[src/rtl/demux_sched_pkg.sv]
// Shared constants and state encoding for the 1:4 stream scheduler.
// Imported by rr_pick_4 and demux_1_4_scheduler.
package demux_sched_pkg;

  localparam int NUM_CH = 4;
  localparam int CH_W   = 2;

  localparam logic MODE_FIXED = 1'b0;
  localparam logic MODE_RR    = 1'b1;

  typedef enum logic {
    ST_EMPTY = 1'b0,
    ST_FULL  = 1'b1
  } st_e;

endpackage

[src/rtl/rr_pick_4.sv]
// Rotating first-ready finder: scans ptr, ptr+1, ... (mod 4).
// Ports: ready (4), ptr (2) -> idx (2), found; idx=ptr if none ready.
module rr_pick_4
  import demux_sched_pkg::*;
(
  input  logic [NUM_CH-1:0] ready,
  input  logic [CH_W-1:0]   ptr,
  output logic [CH_W-1:0]   idx,
  output logic              found
);

  logic [CH_W-1:0] c;

  // Scan from the farthest offset down so the
  // nearest ready channel is the last one written.
  always_comb begin
    idx   = ptr;
    found = 1'b0;
    c     = ptr;
    for (int i = NUM_CH - 1; i >= 0; i--) begin
      c = ptr + CH_W'(i);
      if (ready[c]) begin
        idx   = c;
        found = 1'b1;
      end
    end
  end

endmodule

[src/rtl/demux_1_4_scheduler.sv]
// Registered 1:4 valid/ready distributor, fixed or round-robin dest.
// Ports: Clock_In, Reset_N_In, Enable_In, Mode_In, Select_In,
//   Data_In/Valid_In/Ready_Out, Data_k/Valid_k_Out, Ready_k_In.
// Option DEMUX_SCHED_STATS_EN adds saturating Count_k_Out.
module demux_1_4_scheduler
  import demux_sched_pkg::*;
#(
  parameter int DATA_WIDTH  = 8,
  parameter int COUNT_WIDTH = 16
) (
  input  logic                  Clock_In,
  input  logic                  Reset_N_In,
  input  logic                  Enable_In,
  input  logic                  Mode_In,
  input  logic [CH_W-1:0]       Select_In,
  input  logic [DATA_WIDTH-1:0] Data_In,
  input  logic                  Valid_In,
  output logic                  Ready_Out,
  output logic [DATA_WIDTH-1:0] Data_0_Out,
  output logic [DATA_WIDTH-1:0] Data_1_Out,
  output logic [DATA_WIDTH-1:0] Data_2_Out,
  output logic [DATA_WIDTH-1:0] Data_3_Out,
  output logic                  Valid_0_Out,
  output logic                  Valid_1_Out,
  output logic                  Valid_2_Out,
  output logic                  Valid_3_Out,
`ifdef DEMUX_SCHED_STATS_EN
  output logic [COUNT_WIDTH-1:0] Count_0_Out,
  output logic [COUNT_WIDTH-1:0] Count_1_Out,
  output logic [COUNT_WIDTH-1:0] Count_2_Out,
  output logic [COUNT_WIDTH-1:0] Count_3_Out,
`endif
  input  logic                  Ready_0_In,
  input  logic                  Ready_1_In,
  input  logic                  Ready_2_In,
  input  logic                  Ready_3_In
);

  st_e                   st;
  logic [DATA_WIDTH-1:0] buf_data;
  logic [CH_W-1:0]       buf_dest;
  logic [CH_W-1:0]       rr_ptr;

  logic                  buf_valid;
  logic [NUM_CH-1:0]     rdy;
  logic [NUM_CH-1:0]     vld;
  logic [DATA_WIDTH-1:0] dat [NUM_CH];
  logic                  drain;
  logic                  accept;
  logic [CH_W-1:0]       pick_idx;
  logic                  pick_found;
  logic [CH_W-1:0]       dest_sel;

  assign rdy = {Ready_3_In, Ready_2_In,
                Ready_1_In, Ready_0_In};

  assign buf_valid = (st == ST_FULL);

  assign drain = buf_valid & Enable_In
               & rdy[buf_dest];

  // Gated by reset so nothing is offered
  // while the block is held in reset.
  assign Ready_Out = Reset_N_In & Enable_In
                   & (~buf_valid | drain);

  assign accept = Valid_In & Ready_Out;

  rr_pick_4 u_pick (
    .ready (rdy),
    .ptr   (rr_ptr),
    .idx   (pick_idx),
    .found (pick_found)
  );

  assign dest_sel = (Mode_In == MODE_RR)
                  ? pick_idx : Select_In;

  always_ff @(posedge Clock_In or negedge Reset_N_In) begin
    if (!Reset_N_In) begin
      st       <= ST_EMPTY;
      buf_data <= '0;
      buf_dest <= '0;
      rr_ptr   <= '0;
    end else begin
      unique case (st)
        ST_EMPTY: begin
          if (accept) begin
            st       <= ST_FULL;
            buf_data <= Data_In;
            buf_dest <= dest_sel;
            if (Mode_In == MODE_RR)
              rr_ptr <= dest_sel + 1'b1;
          end
        end
        ST_FULL: begin
          if (accept) begin
            buf_data <= Data_In;
            buf_dest <= dest_sel;
            if (Mode_In == MODE_RR)
              rr_ptr <= dest_sel + 1'b1;
          end else if (drain) begin
            st <= ST_EMPTY;
          end
        end
        default: st <= ST_EMPTY;
      endcase
    end
  end

  always_comb begin
    vld = '0;
    for (int k = 0; k < NUM_CH; k++) begin
      dat[k] = '0;
      if (buf_valid && buf_dest == CH_W'(k)) begin
        dat[k] = buf_data;
        vld[k] = Enable_In;
      end
    end
  end

  assign Valid_0_Out = vld[0];
  assign Valid_1_Out = vld[1];
  assign Valid_2_Out = vld[2];
  assign Valid_3_Out = vld[3];
  assign Data_0_Out  = dat[0];
  assign Data_1_Out  = dat[1];
  assign Data_2_Out  = dat[2];
  assign Data_3_Out  = dat[3];

`ifdef DEMUX_SCHED_STATS_EN
  logic [COUNT_WIDTH-1:0] cnt [NUM_CH];

  always_ff @(posedge Clock_In or negedge Reset_N_In) begin
    if (!Reset_N_In) begin
      for (int k = 0; k < NUM_CH; k++)
        cnt[k] <= '0;
    end else begin
      for (int k = 0; k < NUM_CH; k++)
        if (vld[k] && rdy[k] && cnt[k] != '1)
          cnt[k] <= cnt[k] + 1'b1;
    end
  end

  assign Count_0_Out = cnt[0];
  assign Count_1_Out = cnt[1];
  assign Count_2_Out = cnt[2];
  assign Count_3_Out = cnt[3];
`endif

endmodule

[config.mk]
export PLATFORM = sky130hd
export DESIGN_NAME = demux_1_4_scheduler
export DESIGN_NICKNAME = d
export VERILOG_FILES = /design/src/rtl/demux_sched_pkg.sv /design/src/rtl/rr_pick_4.sv /design/src/rtl/demux_1_4_scheduler.sv
export SDC_FILE = /design/constraint.sdc
export NUM_CORES = 1
export LEC_CHECK = 0
export ABC_AREA = 1
export CORE_MARGIN = 4
export CORE_UTILIZATION = 39
export DETAILED_ROUTE_END_ITERATION = 7
export GPL_ROUTABILITY_DRIVEN = 0
export HOLD_SLACK_MARGIN = 0.06
export PLACE_DENSITY = 0.82
export SETUP_SLACK_MARGIN = 0.5
export SYNTH_ARGS = -nofsm -noshare
export SYNTH_HDL_FRONTEND = slang
export SYNTH_SLANG_ARGS = --single-unit
export TNS_END_PERCENT = 30
[constraint.sdc]
create_clock -name Clock_In -period 1.6 [get_ports Clock_In]
set_input_delay 0.32 -clock Clock_In [delete_from_list [all_inputs] [get_ports Clock_In]]
set_output_delay 0.32 -clock Clock_In [all_outputs]
set_load 0.05 [all_outputs]
==> results of run 1 <==
[stage by stage]
step           hold WS (ns)  cells  worst slack [ns]  utilization, %
2_1_floorplan        0.0244    172            0.0904               -
3_3_place_gp          0.624    261            -0.206            96.3
3_5_place_dp          0.654    261            -0.559            96.3
[cell usage after synthesis]
library cell   n
a21oi_1        1
buf_4          1
nand3_2        1
inv_1         18
nand3_1       14
inv_6          1
buf_2          1
inv_4          1
inv_2          4
o21ai_1        2
nand4_1        1
nand2_1       59
buf_8          1
o21ai_0        2
o21ai_2        8
nand2_4        1
and2_1         1
clkinv_1       1
clkbuf_1       1
dfrtp_1       13
nand2_2        2
nor2_1        37
or2_2          1
[cells by family after synthesis]
family | share of synthesized area (%)
AND/OR/NAND/NOR | 46.6
buffers and inverters | 12.8
flip-flops | 31.4
AO/OA/AOI/OAI | 9.18
==> impl_metrics.env, run 1 <==
export IMPL_row_count=18
export IMPL_syn_num_nets=191
export IMPL_postCtsSetupBuffers=13
export IMPL_cts_buffers=3
export IMPL_ys_seq_area_share_pct=31.4
export IMPL_start_util_pct=41.4
export IMPL_yosys_area_top_type="dfrtp_1"
export IMPL_cts_hold_buf=0
export IMPL_root_buffer="clkbuf_4"
export IMPL_die_y_um=59.5
export IMPL_placed_cell_area_um2=2410
export IMPL_synth_area_leaders="dfrtp_1 (31%), nand2_1 (21%), nor2_1 (13%)"
export IMPL_cts_sinks=13
export IMPL_io_pins=56
export IMPL_syn_inst=172
export IMPL_synth_distinct_cells=23
export IMPL_die_x_um=59.5
export IMPL_numPortBuffers=55
export IMPL_tool_error="[ERROR DPL-0038] Utilization greater than 100%, impossible to legalize"
export IMPL_netlist_area_leader_share_pct=31.4
export IMPL_cts_resized=45
export IMPL_yosysWarningCount=0
export IMPL_dp_final_hpwl_um=5040
export IMPL_syn_area_per_cell_um2=6.02
export IMPL_ys_seq_elements=13
export IMPL_syn_area_um2=1040
export IMPL_stop_stage="4_1_cts"
export IMPL_status="aborted with a tool error"
export IMPL_htreeDepth=1
export IMPL_cts_buffer_depth=2
==> run 2, diff against run 1 <==
Settings changed: CORE_AREA from default to 4 4 65 67, CORE_MARGIN 4 to default, CORE_UTILIZATION 39 to default, DIE_AREA from default to 0 0 69 71, HOLD_SLACK_MARGIN 0.06 to default, PLACE_DENSITY 0.82 to default, PLACE_DENSITY_LB_ADDON from default to 0.15, SETUP_SLACK_MARGIN 0.5 to default.
==> impl_metrics.env, run 2 <==
export IMPL_yosysWarningCount=0
export IMPL_met3_usage_pct=6.25
export IMPL_ys_seq_area_share_pct=31.4
export IMPL_row_count=22
export IMPL_cts_clk_slew_worst_paths_ns=0.06
export IMPL_io_pins=56
export IMPL_drtPass1Iterations=4
export IMPL_fin_ws_ns=-0.0919
export IMPL_core_area_um2=3630
export IMPL_rsz0062_at_grt="yes"
export IMPL_hold_violations=0
export IMPL_dp_final_hpwl_um=2980
export IMPL_grt_max_degree=19
export IMPL_syn_inst=172
export IMPL_fin_util_pct=70.8
export IMPL_grt_pass1_vias=1427
export IMPL_startpoint_type="register"
export IMPL_leakage_nw=1.14
export IMPL_busiest_layer="met2"
export IMPL_synth_edf_count=0
export IMPL_post_route_min_period_ns=1.69
export IMPL_syn_area_per_cell_um2=6.02
export IMPL_final_nets=271
export IMPL_cts_buffer_depth=2
export IMPL_antenna_found_initial=0
export IMPL_insertion_delay_ns=0.24
export IMPL_layout_common_cells="nand2_1 (50), buf_12 (38), nor2_4 (27)"
export IMPL_synth_area_leaders="dfrtp_1 (31%), nand2_1 (21%), nor2_1 (13%)"
export IMPL_fmax_mhz=591
export IMPL_grt_pass1_wl_um=6940
export IMPL_cts_sinks=13
export IMPL_die_y_um=71
export IMPL_peakVddDrop_v=0.000793
export IMPL_maxSlewViolCount=0
export IMPL_grt_overflow=0
export IMPL_grt_use_met2_pct=29.4
export IMPL_largest_reg_flops=8
export IMPL_syn_area_um2=1040
export IMPL_netlist_area_leader_share_pct=31.4
export IMPL_ys_seq_elements=13
export IMPL_cp_required_ns=1.28
export IMPL_setup_viol=31
export IMPL_diodes=0
export IMPL_worstSetupPathType="reg -> out"
export IMPL_routed_wl_um=4320
export IMPL_power_density_nw_per_um2=1520
export IMPL_synth_distinct_cells=23
export IMPL_slew_headroom_pct=72.8
export IMPL_cts_tree="built"
export IMPL_synthFlopType="dfrtp_1"
export IMPL_critical_path_startpoint="buf_dest[0]"
export IMPL_crit_arrival_ns=1.37
export IMPL_violations="negative setup slack"
export IMPL_drc_errors=0
export IMPL_cp_max_fo=6
export IMPL_final_common_cell="nand2_1"
export IMPL_regMostFlops="buf_data"
export IMPL_vias=1399
export IMPL_drtIter0Drc=35
export IMPL_worstReg2RegStart="buf_dest[1]"
export IMPL_wire_per_inst_um=14.4
export IMPL_cts_buffers=3
export IMPL_finClkSkew_ns=0.00312
export IMPL_min_path_type="in -> async"
export IMPL_die_x_um=69
export IMPL_grt_usage_pct=17.4
export IMPL_worst_pin_slew_ns=0.408
export IMPL_synth_most_common_cell="nand2_1"
export IMPL_drive_gt1_share_pct=55.4
export IMPL_cap_violations=0
export IMPL_via_per_inst=4.68
export IMPL_top_regs="buf_data: 8 flops, buf_dest: 2 flops, rr_ptr: 2 flops"
export IMPL_grt_met1_usage_pct=21.2
export IMPL_async_flop_share_pct=100
export IMPL_syn2layout_area_growth_pct=148
export IMPL_yosys_area_top_type="dfrtp_1"
export IMPL_numPortBuffers=55
export IMPL_die_area_um2=4900
export IMPL_post_route_period_util_pct=106
export IMPL_htreeDepth=1
export IMPL_syn_num_nets=191
export IMPL_postLayoutCellArea_um2=2570
export IMPL_endpoint_kind="primary output"
export IMPL_start_util_pct=28.5
export IMPL_ant_nets=0
export IMPL_ys_top_cells_by_count="nand2_1 (59), nor2_1 (37), inv_1 (18)"
export IMPL_root_buffer="clkbuf_8"
export IMPL_placed_cell_area_um2=2060
export IMPL_status="complete, but fails checks"
run 2: cell counts after synthesis:
Identical to the previous run, type by type.
run 2: area by class of cell:
type	count	area [um^2]
multi-input cells	131	891
inverters	25	116
clock buffers	4	45.0
repair inverters	4	41.3
flip-flops and latches	13	330
repair buffers	74	1090
fillers	268	1060
well taps	48	60.1
run 2: final timing paths:
kind                                    end  slack (ns)  cells after the start
worst min-delay path            buf_data[4]        0.42                      2
worst max-delay path              Ready_Out       -0.09                      8
max in group asynchronous         buf_valid        0.99                      2
worst max register to register    buf_valid       -0.06                     12
worst min register to register    rr_ptr[1]        0.62                      2
min in group Clock_In             rr_ptr[1]        0.62                      2
run 2: through the flow:
| step | TNS [ns] | total power [mW] | hold slack [ns] | std cells | setup WS [ns] |
|---|---|---|---|---|---|
| 2_1_floorplan | -4.89 | 1.95 | 0.0244 | 172 | -0.164 |
| 3_5_place_dp | -2.52 | 2.90 | 0.553 | 281 | -0.263 |
| 3_3_place_gp | -2.25 | 2.89 | 0.555 | 281 | -0.264 |
| 4_1_cts | -0.970 | 3.72 | 0.432 | 294 | -0.0751 |
| 5_1_grt | -4.03 | 4.21 | 0.451 | 299 | -0.173 |
| 6_report | -1.55 | 3.92 | 0.425 | 299 | -0.0919 |
run 2: repair_timing:
| action | CTS | global route |
|---|---|---|
| endpoints found under the setup margin | 38 | 50 |
| pin swaps | 3 | 4 |
| hold buffers | 0 | 0 |
| buffers inserted | 9 | 0 |
| gates resized for setup | 72 | 36 |
| gates cloned | 0 | 5 |
run 2: cell families (layout without fill, tap and decap cells):
family                 after synthesis  in the layout  synth area share (%)
flip-flops                          13             13                  31.4
AND/OR/NAND/NOR                    117            118                  46.6
buffers and inverters               29            107                  12.8
AO/OA/AOI/OAI                       13             13                  9.18
run 2: power by group:
part	switching (mW)	internal [mW]
logic	1.76	1.22
clock network	0.113	0.175
registers	0.159	0.489
run 2: worst max-delay path: stages (launching register included):
cell	delay, ns
dfrtp_2	0.46
inv_4	0.10
nand3_2	0.07
nand4_1	0.09
nand2_1	0.07
nand2_2	0.07
nand2_2	0.05
inv_2	0.08
buf_12	0.14
run 2: per-layer routing:
metal | share of wire (%) | wire length, um | up-vias
li1 | - | - | 693
met5 | 0 | 0 | -
met2 | 51 | 2220 | 45
met3 | 7.2 | 312 | 6
met1 | 40 | 1730 | 655
met4 | 1.4 | 59 | 0
Note: power is estimated with default switching activity, not from simulation.
